`config.mk`:
```
export PLATFORM = sky130hd
export DESIGN_NAME = mips_cpu_muldiv
export DESIGN_NICKNAME = d
export VERILOG_FILES = /design/src/rtl/mips_cpu_muldiv_pkg.sv /design/src/rtl/mips_cpu_muldiv.sv
export SDC_FILE = /design/constraint.sdc
export NUM_CORES = 1
export LEC_CHECK = 0
export BUFFER_PORTS_ARGS = -buffer_cell sky130_fd_sc_hd__buf_2
export CAP_MARGIN = 20
export CORE_ASPECT_RATIO = 0.8
export CORE_MARGIN = 8
export CORE_UTILIZATION = 25
export DETAILED_ROUTE_END_ITERATION = 12
export GPL_ROUTABILITY_DRIVEN = 0
export PLACE_DENSITY = 0.39
export SLEW_MARGIN = 20
export SYNTH_ARGS = -nofsm -noshare
export SYNTH_HDL_FRONTEND = slang
export SYNTH_SLANG_ARGS = --single-unit
```
`constraint.sdc`:
```
create_clock -name clk -period 5.8 [get_ports clk]
set_clock_uncertainty 0.05 [all_clocks]
set_input_delay 0.29 -clock clk [delete_from_list [all_inputs] [get_ports clk]]
set_output_delay 0.29 -clock clk [all_outputs]
set_load 0.03 [all_outputs]
```
`src/rtl/mips_cpu_muldiv_pkg.sv`:
```
`default_nettype none
// ---------------------------------------------------------------------------
// mips_cpu_muldiv_pkg : op/state encodings for the multi-cycle mul/div unit
// Optional MADD/MADDU under MIPS_CPU_MULDIV_ACC_EN.   Rev 1.0
// ---------------------------------------------------------------------------
package mips_cpu_muldiv_pkg;

`ifdef MIPS_CPU_MULDIV_ACC_EN
  localparam int OP_W = 3;
  typedef enum logic [OP_W-1:0] {
    MULT  = 3'd0,
    MULTU = 3'd1,
    DIV   = 3'd2,
    DIVU  = 3'd3,
    MADD  = 3'd4,
    MADDU = 3'd5
  } op_t;
`else
  localparam int OP_W = 2;
  typedef enum logic [OP_W-1:0] {
    MULT  = 2'd0,
    MULTU = 2'd1,
    DIV   = 2'd2,
    DIVU  = 2'd3
  } op_t;
`endif

  typedef enum logic [1:0] {
    IDLE = 2'd0,
    RUN  = 2'd1,
    FIX  = 2'd2
  } state_t;

endpackage
`default_nettype wire

```
`src/rtl/mips_cpu_muldiv.sv`:
```
`default_nettype none
// ---------------------------------------------------------------------------
// mips_cpu_muldiv : one-bit-per-cycle MULT/MULTU/DIV/DIVU unit with HI/LO.
// MIPS_CPU_MULDIV_ACC_EN adds MADD/MADDU.   Rev 1.0
// ---------------------------------------------------------------------------
module mips_cpu_muldiv
  import mips_cpu_muldiv_pkg::*;
#(
  parameter int WIDTH = 32
) (
  input  logic             clk,
  input  logic             reset_n,
  input  logic             start,
  input  logic [OP_W-1:0]  op,
  input  logic [WIDTH-1:0] a,
  input  logic [WIDTH-1:0] b,
  input  logic             hi_we,
  input  logic             lo_we,
  input  logic [WIDTH-1:0] wdata,
  output logic             busy,
  output logic             done,
  output logic [WIDTH-1:0] hi,
  output logic [WIDTH-1:0] lo
);

  localparam int CNT_W = $clog2(WIDTH);

  state_t             state_q, state_d;
  op_t                op_q, op_d;
  logic [CNT_W-1:0]   count_q, count_d;
  logic [WIDTH-1:0]   acc_hi_q, acc_hi_d, acc_lo_q, acc_lo_d;
  logic [WIDTH-1:0]   opnd_q, opnd_d;
  logic [WIDTH-1:0]   hi_q, hi_d, lo_q, lo_d;
  logic               neg_q, neg_d, neg_rem_q, neg_rem_d, div0_q, div0_d;
  logic               done_q, done_d;

  op_t                op_in;
  logic               in_signed, in_div, run_div, is_acc;
  logic [WIDTH-1:0]   a_abs, b_abs, quo_fix, rem_fix;
  logic [WIDTH:0]     mul_sum, div_shift, div_diff;
  logic [2*WIDTH-1:0] prod, prod_fix, prod_acc;

  function automatic logic [WIDTH-1:0] abs_val(input logic [WIDTH-1:0] v, input logic sgn);
    return (sgn && v[WIDTH-1]) ? -v : v;
  endfunction

  assign op_in   = op_t'(op);
  assign in_div  = (op_in == DIV) || (op_in == DIVU);
  assign run_div = (op_q == DIV) || (op_q == DIVU);
`ifdef MIPS_CPU_MULDIV_ACC_EN
  assign in_signed = (op_in == MULT) || (op_in == DIV) || (op_in == MADD);
  assign is_acc    = (op_q == MADD) || (op_q == MADDU);
`else
  assign in_signed = (op_in == MULT) || (op_in == DIV);
  assign is_acc    = 1'b0;
`endif

  assign a_abs = abs_val(a, in_signed);
  assign b_abs = abs_val(b, in_signed);

  // Multiply: acc_lo holds the multiplier and shifts right as product bits arrive.
  // Divide: acc_lo holds the dividend, shifting left while quotient bits fill in.
  assign mul_sum   = {1'b0, acc_hi_q} + (acc_lo_q[0] ? {1'b0, opnd_q} : '0);
  assign div_shift = {acc_hi_q, acc_lo_q[WIDTH-1]};
  assign div_diff  = div_shift - {1'b0, opnd_q};

  assign prod     = {acc_hi_q, acc_lo_q};
  assign prod_fix = neg_q ? -prod : prod;
  assign prod_acc = prod_fix + (is_acc ? {hi_q, lo_q} : '0);
  // A zero divisor naturally yields all-ones quotient and |a| remainder;
  // restoring the sign of a on the remainder gives back a itself.
  assign quo_fix  = (neg_q && !div0_q) ? -acc_lo_q : acc_lo_q;
  assign rem_fix  = neg_rem_q ? -acc_hi_q : acc_hi_q;

  always_comb begin
    state_d   = state_q;
    op_d      = op_q;
    count_d   = count_q;
    acc_hi_d  = acc_hi_q;
    acc_lo_d  = acc_lo_q;
    opnd_d    = opnd_q;
    hi_d      = hi_q;
    lo_d      = lo_q;
    neg_d     = neg_q;
    neg_rem_d = neg_rem_q;
    div0_d    = div0_q;
    done_d    = 1'b0;
    case (state_q)
      IDLE: begin
        if (start) begin
          state_d   = RUN;
          op_d      = op_in;
          count_d   = '0;
          acc_hi_d  = '0;
          acc_lo_d  = in_div ? a_abs : b_abs;
          opnd_d    = in_div ? b_abs : a_abs;
          neg_d     = in_signed && (a[WIDTH-1] ^ b[WIDTH-1]);
          neg_rem_d = in_signed && a[WIDTH-1];
          div0_d    = (b == '0);
        end else begin
          if (hi_we) hi_d = wdata;
          if (lo_we) lo_d = wdata;
        end
      end
      RUN: begin
        if (run_div) begin
          if (!div_diff[WIDTH]) begin
            acc_hi_d = div_diff[WIDTH-1:0];
            acc_lo_d = {acc_lo_q[WIDTH-2:0], 1'b1};
          end else begin
            acc_hi_d = div_shift[WIDTH-1:0];
            acc_lo_d = {acc_lo_q[WIDTH-2:0], 1'b0};
          end
        end else begin
          acc_hi_d = mul_sum[WIDTH:1];
          acc_lo_d = {mul_sum[0], acc_lo_q[WIDTH-1:1]};
        end
        count_d = count_q + 1'b1;
        if (count_q == CNT_W'(WIDTH - 1)) state_d = FIX;
      end
      FIX: begin
        if (run_div) begin
          hi_d = rem_fix;
          lo_d = quo_fix;
        end else begin
          hi_d = prod_acc[2*WIDTH-1:WIDTH];
          lo_d = prod_acc[WIDTH-1:0];
        end
        done_d  = 1'b1;
        state_d = IDLE;
      end
      default: state_d = IDLE;
    endcase
  end

  always_ff @(posedge clk or negedge reset_n) begin
    if (!reset_n) begin
      state_q   <= IDLE;
      op_q      <= MULT;
      count_q   <= '0;
      acc_hi_q  <= '0;
      acc_lo_q  <= '0;
      opnd_q    <= '0;
      hi_q      <= '0;
      lo_q      <= '0;
      neg_q     <= 1'b0;
      neg_rem_q <= 1'b0;
      div0_q    <= 1'b0;
      done_q    <= 1'b0;
    end else begin
      state_q   <= state_d;
      op_q      <= op_d;
      count_q   <= count_d;
      acc_hi_q  <= acc_hi_d;
      acc_lo_q  <= acc_lo_d;
      opnd_q    <= opnd_d;
      hi_q      <= hi_d;
      lo_q      <= lo_d;
      neg_q     <= neg_d;
      neg_rem_q <= neg_rem_d;
      div0_q    <= div0_d;
      done_q    <= done_d;
    end
  end

  assign busy = (state_q != IDLE);
  assign done = done_q;
  assign hi   = hi_q;
  assign lo   = lo_q;

endmodule
`default_nettype wire

```
==> run_results.csv <==
group,metric,value,unit
outcome,status,"finished clean",
grt,grt_max_degree,116,
clock_network,post_cts_buffers,0,
power,swShare,53.56,%
setup_path,path_class,"flop to flop",
placed_design,pre_cts_slack,1.592,ns
setup_path,path_common_cell,"nor2_1",
logic_synthesis,netlist_area,14870,um^2
worst_hold_path,hold-path-endpoint,"div0_q$_DFFE_PN0P_",
floorplan,fp.dieW,288.7,um
power,pwr-share-comb,67.7,%
logic_synthesis,ys_async_sr_fraction,100.0,%
setup_path,cp.arrival,4.55,ns
worst_hold_path,holdPathStages,2,
route,drtIter0Drc,1146,
placed_design,dp_hpwl,47450,um
clock_network,max-clock-path-buffers,2,
grt,grt_pass1_vias,13990,
logic_synthesis,synth_seq_cells,172,
logic_synthesis,synth_area_leaders,"dfrtp_1, mux2i_1, o21ai_0, ha_1, xnor2_1",
finish,nets,2115,
timing,rsz0062_at_grt,"no",
logic_synthesis,yosysTopAreaCellShare,28.94,%
floorplan,dieArea,67600,um^2
timing,finalCritPeriodShare,73.30,%
grt,grt-ovfl-total,0,
worst_hold_path,hold_start,"b[31]",
clock_network,clock-root-buffer,"clkbuf_16",
finish,fillers,6388,
power,p_seq_share,22.5,%
timing,slew_viol_final,0,
setup_path,slowest_delay,0.52,ns
timing,relSlewSlack,18.47,%
logic_synthesis,synth-edff-count,0,
logic_synthesis,yosysTopAreaCell,"dfrtp_1",
power,irDropWorstVdd,0.0002801,V
route,routed_wl,60230,um
logic_synthesis,synthTopCellsByCount,"nand2_1, o21ai_0, dfrtp_1",
route,dr_total_vias,14300,
logic_synthesis,yosysWarnings,0,
timing,finalSetupTns,0,ns
clock_network,cts_sinks,172,
placed_design,dp_cells,2699,
power,powerDensity,674.9,nW/um^2
logic_synthesis,synthDistinctLibCells,82,
logic_synthesis,yosysSeqAreaShare,28.94,%
power,p_clk_share,9.8,%
floorplan,core_area,59260,um^2
route,vias_per_cell,5.232,
timing,min_period,4.252,ns
power,p_int,5.357,mW
logic_synthesis,avgSynthCellArea,8.131,um^2
route,postRouteAntennaNets,0,
route,first_pass_iters,5,
logic_synthesis,syn_inst,1829,
finish,fin_cells,2733,
logic_synthesis,syn_nets,2004,
clock_network,cts_tree,"built",
finish,area_growth,14.92,%
clock_network,clk_latency,0.46,ns
setup_path,crit_fanout,17,
run,maxCapViolations,0,
setup_path,r2r.worst_path.cells,13,
clock_network,clkTransAtPathRegs,0.07,ns
setup_path,cp_cell_sequence,"inv_1 -> buf_4 -> nor2_1 -> ha_1 -> a211oi_1 -> nor2_1 -> a211o_1 -> o211ai_1 -> nand4_1 -> a311oi_1 -> o21ai_0 -> xor2_1 -> a221o_1",
grt,grt_pass1_wl,90730,um
grt,grt_util_all_layers,17.64,%
timing,fmax,235.2,MHz
timing,fin_ws,1.548,ns
timing,tightest_slew,1.210,ns
setup_path,timing.critical_path.from,"acc_lo_q[0]$_DFFE_PN0P_",
floorplan,start_util,25.10,%
setup_path,cp-start-kind,"flop",
clock_network,cts_resized,0,
grt,antenna_found_initial,1,
clock_network,cts_buffers,17,
worst_hold_path,holdCritPathClass,"input port to flop",
floorplan,rows,80,
finish,layout-drive-gt1-share,13.21,%
floorplan,die_h,234.2,um
setup_path,worstReg2RegEnd,"acc_hi_q[28]$_DFFE_PN0P_",
setup_path,slowest_stage,"inv_1",
power,switchingPower,6.177,mW
timing,finalHoldViolCount,0,
setup_path,crit_required,6.10,ns
setup_path,end_kind,"flop",
floorplan,pin_count,169,
timing,setup_viol,0,
placed_design,port_buffers,168,
setup_path,r2r-start,"acc_lo_q[0]$_DFFE_PN0P_",
route,drcViolationCount,0,
setup_path,rrSetupSlack,1.55,ns
power,p_leak,7.004,nW
logic_synthesis,ys.flop_type,"dfrtp_1",
clock_network,h-tree-depth,4,
route,wl_per_cell,22.04,um
-- placed cells by master, fill, tap and decap left out, types with 5 or more instances in the layout --
| master | count |
|---|---|
| or4_4 | 6 |
| a211oi_1 | 22 |
| xnor2_1 | 93 |
| a21o_1 | 28 |
| and3_1 | 16 |
| nand3_1 | 47 |
| o21ai_0 | 203 |
| o21ai_1 | 5 |
| nor3b_1 | 6 |
| and2_1 | 13 |
| mux2i_1 | 116 |
| ha_1 | 70 |
| inv_1 | 64 |
| o221ai_1 | 31 |
| or4_1 | 8 |
| nor2b_1 | 20 |
| buf_4 | 21 |
| o211ai_1 | 24 |
| o21a_1 | 7 |
| clkinvlp_4 | 5 |
| o31ai_1 | 25 |
| nor4_1 | 13 |
| nand4_1 | 11 |
| o21bai_1 | 11 |
| o22ai_1 | 5 |
| a22oi_1 | 16 |
| o41ai_1 | 9 |
| nand2_1 | 202 |
| a31oi_1 | 22 |
| a21oi_1 | 124 |
| clkbuf_16 | 17 |
| nand2b_1 | 15 |
| xor2_1 | 73 |
| o31a_1 | 5 |
| dfrtp_1 | 171 |
| buf_2 | 167 |
| nor3_1 | 27 |
| or3_1 | 17 |
| a211o_1 | 5 |
| nor2_1 | 127 |
-- worst max path at each step --
| stage | end |
|---|---|
| 4_1_cts | acc_hi_q[28]$_DFFE_PN0P_ |
| 2_1_floorplan | acc_hi_q[28]$_DFFE_PN0P_ |
| 5_1_grt | acc_hi_q[28]$_DFFE_PN0P_ |
| 3_3_place_gp | acc_hi_q[28]$_DFFE_PN0P_ |
| 6_report | acc_hi_q[28]$_DFFE_PN0P_ |
| 3_5_place_dp | acc_hi_q[28]$_DFFE_PN0P_ |
-- metrics by stage --
stage | hold slack (ns) | utilization, % | instance area (um^2) | total power [mW]
after floorplan | -0.05559 | - | 14870 | 7.918
after global routing | 0.06236 | 28.84 | 17090 | 12.51
after global placement | 0.2608 | 27.87 | 16510 | 10.40
after detailed placement | 0.2565 | 27.87 | 16510 | 10.37
after CTS | 0.03771 | 28.82 | 17080 | 11.54
final | 0.06251 | 28.84 | 17090 | 11.53
-- critical path, delay by kind of cell, from the launching register on --
family | cells | cell delay [ns]
AOI/OAI and AO/OA | 6 | 1.85
xor gates and xnor gates | 1 | 0.17
adders and majority gates | 1 | 0.37
buffers and inverters | 2 | 0.87
DFF | 1 | 0.45
and+or+nand+nor | 3 | 0.37
-- power by group through the flow --
stage | logic, mW | clock network, mW | registers [mW]
floorplan | 5.18 | 0 | 2.74
global route | 8.61 | 1.21 | 2.69
global placement | 7.80 | 0 | 2.60
CTS | 7.79 | 1.16 | 2.58
finish | 7.81 | 1.13 | 2.60
detailed placement | 7.77 | 0 | 2.60
-- kinds of logic after synthesis --
family / synth area share (%)
adder cells (fa/ha/maj): 6.159
flip-flops: 28.94
multiplexers: 8.110
AND/OR/NAND/NOR: 18.21
AO/OA/AOI/OAI: 24.36
buffers and inverters: 4.257
XOR/XNOR: 9.961
-- flip-flops by register name (all words and copies together), names as in the netlist --
signal / cells
neg_rem_q: 1
div0_q: 1
op_q: 1
neg_q: 1
hi: 32
lo: 32
state_q: 2
done: 1
count_q: 5
opnd_q: 32
acc_lo_q: 32
acc_hi_q: 32
-- repair_timing --
action	4_1_cts	5_1_grt
hold endpoints to repair	57	0
hold buffers	1	0
setup endpoints to repair	0	0
-- cell type report --
class / count / area, um^2 / area share [%]
multi-input combinational: 1493 / 9975 / 58.36
sequential: 172 / 4305 / 25.19
timing repair buffer: 191 / 1035 / 6.055
tap: 779 / 974.7 / 5.703
clock buffer: 20 / 446.7 / 2.614
inverter: 65 / 244.0 / 1.428
clock inverter: 12 / 107.6 / 0.6296
antenna: 1 / 2.502 / 0.01464
-- metal layers --
metal	wire length (um)	track usage [%]	share of wire, %
met1	30400	26.00	50
met4	1066	4.161	1.8
met2	25600	26.83	42
met5	0	0	0
met3	3161	2.595	5.2
Power figures use the tool's default switching activity.
